==> src/rtl/rr_reg_write_arbiter.sv <==
// rr_reg_write_arbiter
//
// Round-robin write arbiter that owns one shared WIDTH-bit register. Each
// requester raises req[i] with its data word on din[i*WIDTH +: WIDTH]. The
// arbiter picks one winner per IDLE edge, drives a one-cycle grant/write
// enable with the captured data, and commits that data into the shared
// register on the following (GRANT) edge.
//
// Handshake: a requester holds req[i] and its din word stable until it sees
// gnt[i] high. gnt[i] high for one cycle means its word has been captured.
// To make a single write, it drops req[i] during that gnt cycle. req still
// high at the next IDLE edge is a new request.
//
// Ports:
//   clk      rising-edge clock
//   clr      asynchronous active-high reset
//   req      per-requester write request (level)
//   din      packed requester data, requester i at [i*WIDTH +: WIDTH]
//   gnt      registered one-hot grant, high one cycle per write
//   ce       shared register write enable (|gnt)
//   d        data being written, held until the next grant
//   q        shared register contents
//   busy     high while the FSM is in GRANT (exposes the FSM state)
//   last_id  index of the most recently completed write
module rr_reg_write_arbiter #(
    parameter int NREQ  = 4,
    parameter int WIDTH = 4
) (
    input  logic                      clk,
    input  logic                      clr,
    input  logic [NREQ-1:0]           req,
    input  logic [NREQ*WIDTH-1:0]     din,
    output logic [NREQ-1:0]           gnt,
    output logic                      ce,
    output logic [WIDTH-1:0]          d,
    output logic [WIDTH-1:0]          q,
    output logic                      busy,
    output logic [$clog2(NREQ)-1:0]   last_id
);

    localparam int IDW = $clog2(NREQ);

    typedef enum logic {
        IDLE  = 1'b0,
        GRANT = 1'b1
    } state_t;

    state_t           state_q, state_d;
    logic [IDW-1:0]   ptr_q, ptr_d;
    logic [IDW-1:0]   win_q, win_d;
    logic [IDW-1:0]   last_q, last_d;
    logic [NREQ-1:0]  gnt_q, gnt_d;
    logic [WIDTH-1:0] d_q, d_d;
    logic [WIDTH-1:0] q_q, q_d;

    // Round-robin search starting at ptr_q. cand is one bit wider so the
    // wrap works for requester counts that are not a power of two.
    logic             found;
    logic [IDW-1:0]   win;
    logic [IDW:0]     cand;
    logic [WIDTH-1:0] win_data;

    always_comb begin
        found = 1'b0;
        win   = '0;
        cand  = '0;
        for (int k = 0; k < NREQ; k++) begin
            cand = {1'b0, ptr_q} + (IDW+1)'(k);
            if (cand >= (IDW+1)'(NREQ)) begin
                cand = cand - (IDW+1)'(NREQ);
            end
            if (!found && req[cand[IDW-1:0]]) begin
                found = 1'b1;
                win   = cand[IDW-1:0];
            end
        end
    end

    always_comb begin
        win_data = '0;
        for (int i = 0; i < NREQ; i++) begin
            if (win == IDW'(i)) begin
                win_data = din[i*WIDTH +: WIDTH];
            end
        end
    end

    always_comb begin
        state_d = state_q;
        ptr_d   = ptr_q;
        win_d   = win_q;
        last_d  = last_q;
        gnt_d   = '0;
        d_d     = d_q;
        q_d     = q_q;
        case (state_q)
            IDLE: begin
                if (found) begin
                    gnt_d   = NREQ'(1) << win;
                    d_d     = win_data;
                    win_d   = win;
                    state_d = GRANT;
                end
            end
            GRANT: begin
                // Commit the captured word; req/din are not looked at here.
                q_d     = d_q;
                last_d  = win_q;
                ptr_d   = (win_q == IDW'(NREQ-1)) ? '0 : win_q + IDW'(1);
                state_d = IDLE;
            end
            default: begin
                state_d = IDLE;
            end
        endcase
    end

    // Reset during GRANT drops the pending write: q clears instead of taking d.
    always_ff @(posedge clk or posedge clr) begin
        if (clr) begin
            state_q <= IDLE;
            ptr_q   <= '0;
            win_q   <= '0;
            last_q  <= '0;
            gnt_q   <= '0;
            d_q     <= '0;
            q_q     <= '0;
        end else begin
            state_q <= state_d;
            ptr_q   <= ptr_d;
            win_q   <= win_d;
            last_q  <= last_d;
            gnt_q   <= gnt_d;
            d_q     <= d_d;
            q_q     <= q_d;
        end
    end

    assign gnt     = gnt_q;
    assign ce      = |gnt_q;
    assign d       = d_q;
    assign q       = q_q;
    assign busy    = (state_q == GRANT);
    assign last_id = last_q;

endmodule
==> config.mk <==
export PLATFORM = sky130hd
export DESIGN_NAME = rr_reg_write_arbiter
export DESIGN_NICKNAME = d
export VERILOG_FILES = /design/src/rtl/rr_reg_write_arbiter.sv
export SDC_FILE = /design/constraint.sdc
export NUM_CORES = 1
export LEC_CHECK = 0
export ABC_AREA = 1
export ABC_CLOCK_PERIOD_IN_PS = 1800
export CAP_MARGIN = 10
export CORE_MARGIN = 2
export CORE_UTILIZATION = 45
export DETAILED_ROUTE_END_ITERATION = 8
export PLACE_DENSITY_LB_ADDON = 0.3
export SLEW_MARGIN = 15
export SYNTH_ARGS = -nofsm -noshare
export SYNTH_HDL_FRONTEND = slang
export SYNTH_SLANG_ARGS = --single-unit
==> constraint.sdc <==
create_clock -name clk -period 1.8 [get_ports clk]
set_input_delay 0.36 -clock clk [delete_from_list [all_inputs] [get_ports clk]]
set_output_delay 0.36 -clock clk [all_outputs]
set_load 0.05 [all_outputs]
### After elaboration in Yosys (flattened, before gate mapping)

Cells that the tools add are included.

| word-level totals | value |
|---|---|
| input bits | 22 |
| output and inout port bits | 16 |
| register bits after elaboration | 19 |
| word-level logic and storage cells | 67 |

| operators by class | value |
|---|---|
| equality and inequality tests | 4 |
| reductions and logical operators | 9 |
| multiplexer cells | 29 |
| $lt $le $gt $ge | 8 |
| add/subtract/negate cells | 8 |
| shifts and indexed selects | 1 |
| bitwise logic cells | 1 |

Operators with widths:

| cell | number |
|---|---|
| 4-bit 2-to-1 mux | 6 |
| 2-bit 2-to-1 mux | 9 |
| 2-bit by 3-bit < comparator with 1-bit output (second input constant) | 4 |
| 3-bit >= comparator (second input constant) | 3 |
| 1-bit 2-to-1 mux | 9 |
| 1-bit binary-select mux with 2-bit select | 4 |
| 2-bit by 1-bit subtractor with 2-bit output (second input constant) | 4 |
| 2-bit by 2-bit adder with 3-bit output (second input constant) | 2 |
| 2-bit equality test (second input constant) | 3 |
| 4-bit OR reduction | 1 |
| 1-bit by 2-bit left shift with 4-bit output (first input constant) | 1 |
| 2-bit by 1-bit adder with 3-bit output (second input constant) | 1 |
| 2-bit by 3-bit >= comparator with 1-bit output (second input constant) | 1 |
| 1-bit logical AND | 3 |
| 1-bit logical NOT | 3 |
| 2-bit by 1-bit adder with 2-bit output (second input constant) | 1 |
| 2-bit by 1-bit equality test with 1-bit output (second input constant) | 1 |
| 2-bit logical NOT | 1 |
| 1-bit case mux with 2 select lines | 1 |
| 2-bit AND reduction | 1 |
| 1-bit NOT | 1 |

### Logic depth before layout (Yosys ltp)

| logic depth | value |
|---|---|
| depth in word-level cells | 19 |
| mapped depth | 15 |

### Worst setup path before layout

Ideal clock, no wire load.

| timing path | value |
|---|---|
| path type | register to output |
| start point | register gnt_q[1], in the netlist gnt[1] |
| end point | output port ce |
| path slack | 0.066 ns |
| cell stages (with the launch flop) | 2 |
| arrival time | 1.374 ns |
| path buffers | 0 |
| cell sequence | dfrtp_1 -> or4_1 |

| between the ends | value |
|---|---|
| longest elaborated chain between the ends | 1 |

Ends and longest elaborated chain:

| element | RTL line | source |
|---|---|---|
| start, declared | 52 | `logic [NREQ-1:0] gnt_q, gnt_d;` |
| start signal, assigned | 133 | `gnt_q <= gnt_d;` |
| 4-bit OR reduction | 140 | `assign ce = \|gnt_q;` |
| end, declared | 34 | `output logic ce,` |

Every way passes these cells.

### Worst setup path after layout

| timing path | value |
|---|---|
| start point | input port req[1] |
| end point | register d_q[1], in the netlist d[1] |

| between the ends | value |
|---|---|
| longest elaborated chain between the ends | 17 |
| elaborated cells on any way between the ends | 31 |

Ends and longest elaborated chain:

| element | RTL line | source |
|---|---|---|
| start, declared | 31 | `input logic [NREQ-1:0] req,` |
| 1-bit binary-select mux with 2-bit select | 72 | `if (!found && req[cand[IDW-1:0]]) begin` |
| 1-bit 2-to-1 mux (implied by the code) | 72 |  |
| 1-bit 2-to-1 mux | 72 |  |
| 1-bit logical NOT | 72 |  |
| 1-bit logical AND | 72 |  |
| 1-bit 2-to-1 mux | 72 |  |
| 1-bit logical NOT | 72 |  |
| 1-bit logical AND | 72 |  |
| 1-bit 2-to-1 mux | 72 |  |
| 1-bit logical NOT | 72 |  |
| 1-bit logical AND | 72 |  |
| 2-bit 2-to-1 mux | 72 |  |
| 2-bit logical NOT | 82 | `if (win == IDW'(i)) begin` |
| 4-bit 2-to-1 mux (4 in series) | 82 |  |
| end signal, assigned | 126 | `d_q <= '0;` |
| end signal, assigned | 134 | `d_q <= d_d;` |
| end, declared | 53 | `logic [WIDTH-1:0] d_q, d_d;` |

Several ways; a longest one is shown, not always the timed one. The select of a mux whose other input is x is not followed.
A chain may end at the register's enable or synchronous reset.

==> out/qor.yml <==
timing:
  tightest_slew_ns: 0.414
  skew_ns: 0.00718
  max_freq_mhz: 518
  grt_setup_unrepaired: "yes"
  period_needed_ns: 1.93
  hold_viol_final: 0
  worst_slew_margin_rel: 0.724
  setup_viol: 6
  fin_crit_sh: 1.07
  drv_slew: 0
  setup_ws_ns: -0.130
setup_path:
  cpPeakStageDelay_ns: 0.44
  crit_type: "in2reg"
  path_cells: "clkdlybuf4s50_1 > inv_1 > nand2_1 > nand3_1 > nand2_2 > inv_1 > nand3_1 > nor2_2 > nor2_4 > nor2_4 > nand2_1 > nand2_1 > inv_1 > nand2_1 > nand2_1"
  path_buf_inv: 4
  arrival_ns: 2.12
  crit_top_cell: "nand2_1"
  worstPathRequired_ns: 1.99
  critPathCaptureType: "flip-flop"
  crit_slowest_cell: "clkdlybuf4s50_1"
  critPathMaxFanout: 8
  cp-start-kind: "primary input"
  cp_top_family: "simple AND/OR/NAND/NOR gates"
yosys:
  yosysUniqueCellTypes: 20
  postSynthCellCount: 177
  syn_avg_cell_area_sq_um: 6.62
  synth-seq-cells: 19
  yosysSeqAreaShare: 0.406
  ys_warn_count: 0
  netlist_area_sq_um: 1170
  synth_nets: 200
global_route:
  grt_overflow: 0
  grt_antenna_before_repair: 0
  first_global_vias: 1146
  grt_max_degree: 20
  grtUsageTotal: 0.205
  grt_pass1_wl_um: 4550
detailed_routing:
  wl_per_cell_um: 11.3
  drc: 0
  num_vias: 1296
  final_antenna_net_count: 0
  vias_per_cell: 4.93
  wl_um: 2990
  drtIter0Drc: 35
  drt_first_pass_iters: 4
layout:
  antenna_cells: 0
  layout-drive-gt1-share: 0.283
  final_cell_mix: "nand2_1, buf_4, inv_1, clkdlybuf4s50_1, dfrtp_1"
  syn2layout_area_growth_pct: 50.0
  final_common_cell: "nand2_1"
  layout.nets: 257
place:
  io_buffer_count: 37
  hpwl_um: 2090
  gp_congestion: 0.836
  pre_cts_slack_ns: -0.399
die:
  rows: 18
  die_area_sq_um: 3030
  die_w_um: 55.0
  core_area_sq_um: 2480
  initial_core_util: 0.473
  io_pins: 38
  die_y_um: 55.0
worst_hold_path:
  hold_class: "in2async"
cts:
  clock-root-buffer: "clkbuf_4"
  cts_tree: "done"
  cts_sinks: 19
  htreeDepth: 1
  clkLatencyLatePin_ns: 0.29
  cts_made_buffers: 3
  cts_buffer_depth: 2
  clkTransAtPathRegs_ns: 0.10
run_status:
  status: "complete, but fails checks"
  violations: "negative setup slack"
flow_run:
  drv_cap: 0
## flip-flops by register name (all words and copies together), names as in the netlist
register and flops:
d 4, gnt 4, q 4, last_id 2
ptr_q 2, win_q 2, busy 1
## synth_stat cells
| library cell | instances | area, sq um |
|---|---|---|
| o21ai_1 | 2 | 10.0 |
| buf_6 | 2 | 22.5 |
| o21ai_0 | 4 | 20.0 |
| clkbuf_1 | 1 | 3.75 |
| nand4_1 | 1 | 6.26 |
| nand2_1 | 79 | 297 |
| dfrtp_1 | 19 | 475 |
| ha_1 | 1 | 12.5 |
| nor2_4 | 3 | 33.8 |
| nand2_2 | 3 | 18.8 |
| a21oi_1 | 2 | 10.0 |
| or2_1 | 1 | 6.26 |
| nor2_1 | 11 | 41.3 |
| nand3_1 | 16 | 80.1 |
| inv_1 | 22 | 82.6 |
| nor2_2 | 2 | 12.5 |
| or4_1 | 1 | 7.51 |
| inv_2 | 4 | 15.0 |
| o22ai_1 | 1 | 6.26 |
| nor3_1 | 2 | 10.0 |
## metal layers
| layer | vias up | wire length [um] | GRT usage | part of all wire |
|---|---|---|---|---|
| met2 | 63 | 1380 | 0.359 | 0.46 |
| met5 | - | 0 | 0 | 0 |
| met3 | 14 | 195 | 0.0376 | 0.065 |
| met4 | 0 | 125 | 0.0813 | 0.042 |
| li1 | 654 | - | - | - |
| met1 | 565 | 1280 | 0.247 | 0.43 |
## worst paths after layout
path | start | to | slack (ns) | cells after the start
max | req[1] | d[1]$_DFFE_PP0P_ | -0.13 | 15
min | clr | q[0]$_DFFE_PP0P_ | 0.37 | 3
max reg2reg | ptr_q[0]$_DFFE_PP0P_ | d[1]$_DFFE_PP0P_ | -0.11 | 14
min reg2reg | q[2]$_DFFE_PP0P_ | q[2]$_DFFE_PP0P_ | 0.48 | 2
max in group asynchronous | clr | ptr_q[0]$_DFFE_PP0P_ | 1.21 | 3
min in group clk | q[2]$_DFFE_PP0P_ | q[2]$_DFFE_PP0P_ | 0.48 | 2
## through the flow
stage,hold slack (ns),utilization,setup TNS [ns],std cells,area [sq um]
after global placement,0.458,0.646,-2.09,251,1600
after detailed placement,0.464,0.646,-3.09,251,1600
final,0.369,0.709,-0.588,263,1760
after floorplan,0.311,-,0,177,1170
after global routing,0.405,0.709,-1.54,263,1760
after CTS,0.384,0.681,-0.0656,260,1690
## logic make-up (layout without fill, tap and decap cells)
family | after synthesis | in the layout | synth area share
AND/OR/NAND/NOR | 119 | 119 | 0.438
AO/OA/AOI/OAI | 9 | 9 | 0.0395
buffers and inverters | 29 | 85 | 0.106
flip-flops | 19 | 19 | 0.406
adder cells (fa/ha/maj) | 1 | 1 | 0.0107
## worst register-to-register path: cells and delay by family, from the launching register on
family	cells	cell delay (ns)
simple gates	11	1.10
flops	1	0.48
buf+inv	3	0.25
## timing repair
action | in CTS | in global routing
endpoints found under the setup margin | 4 | 10
gates cloned | 1 | 0
hold buffers | 0 | 0
pin swaps | 4 | 9
setup buffers | 4 | 3
gates resized for setup | 9 | 15
endpoints found under the hold margin | 0 | 0
## final cells by class
| type | count | area (sq um) |
|---|---|---|
| tap | 30 | 37.5 |
| sequential | 19 | 478 |
| fill | 202 | 721 |
| timing repair inverter | 1 | 7.51 |
| clock buffer | 4 | 26.3 |
| inverter | 26 | 100 |
| multi-input combinational | 129 | 633 |
| timing repair buffer | 54 | 474 |
Power is left out: the tool's default activity adds up to more than one toggle a clock period on the data nets, which glitch-free logic cannot reach.
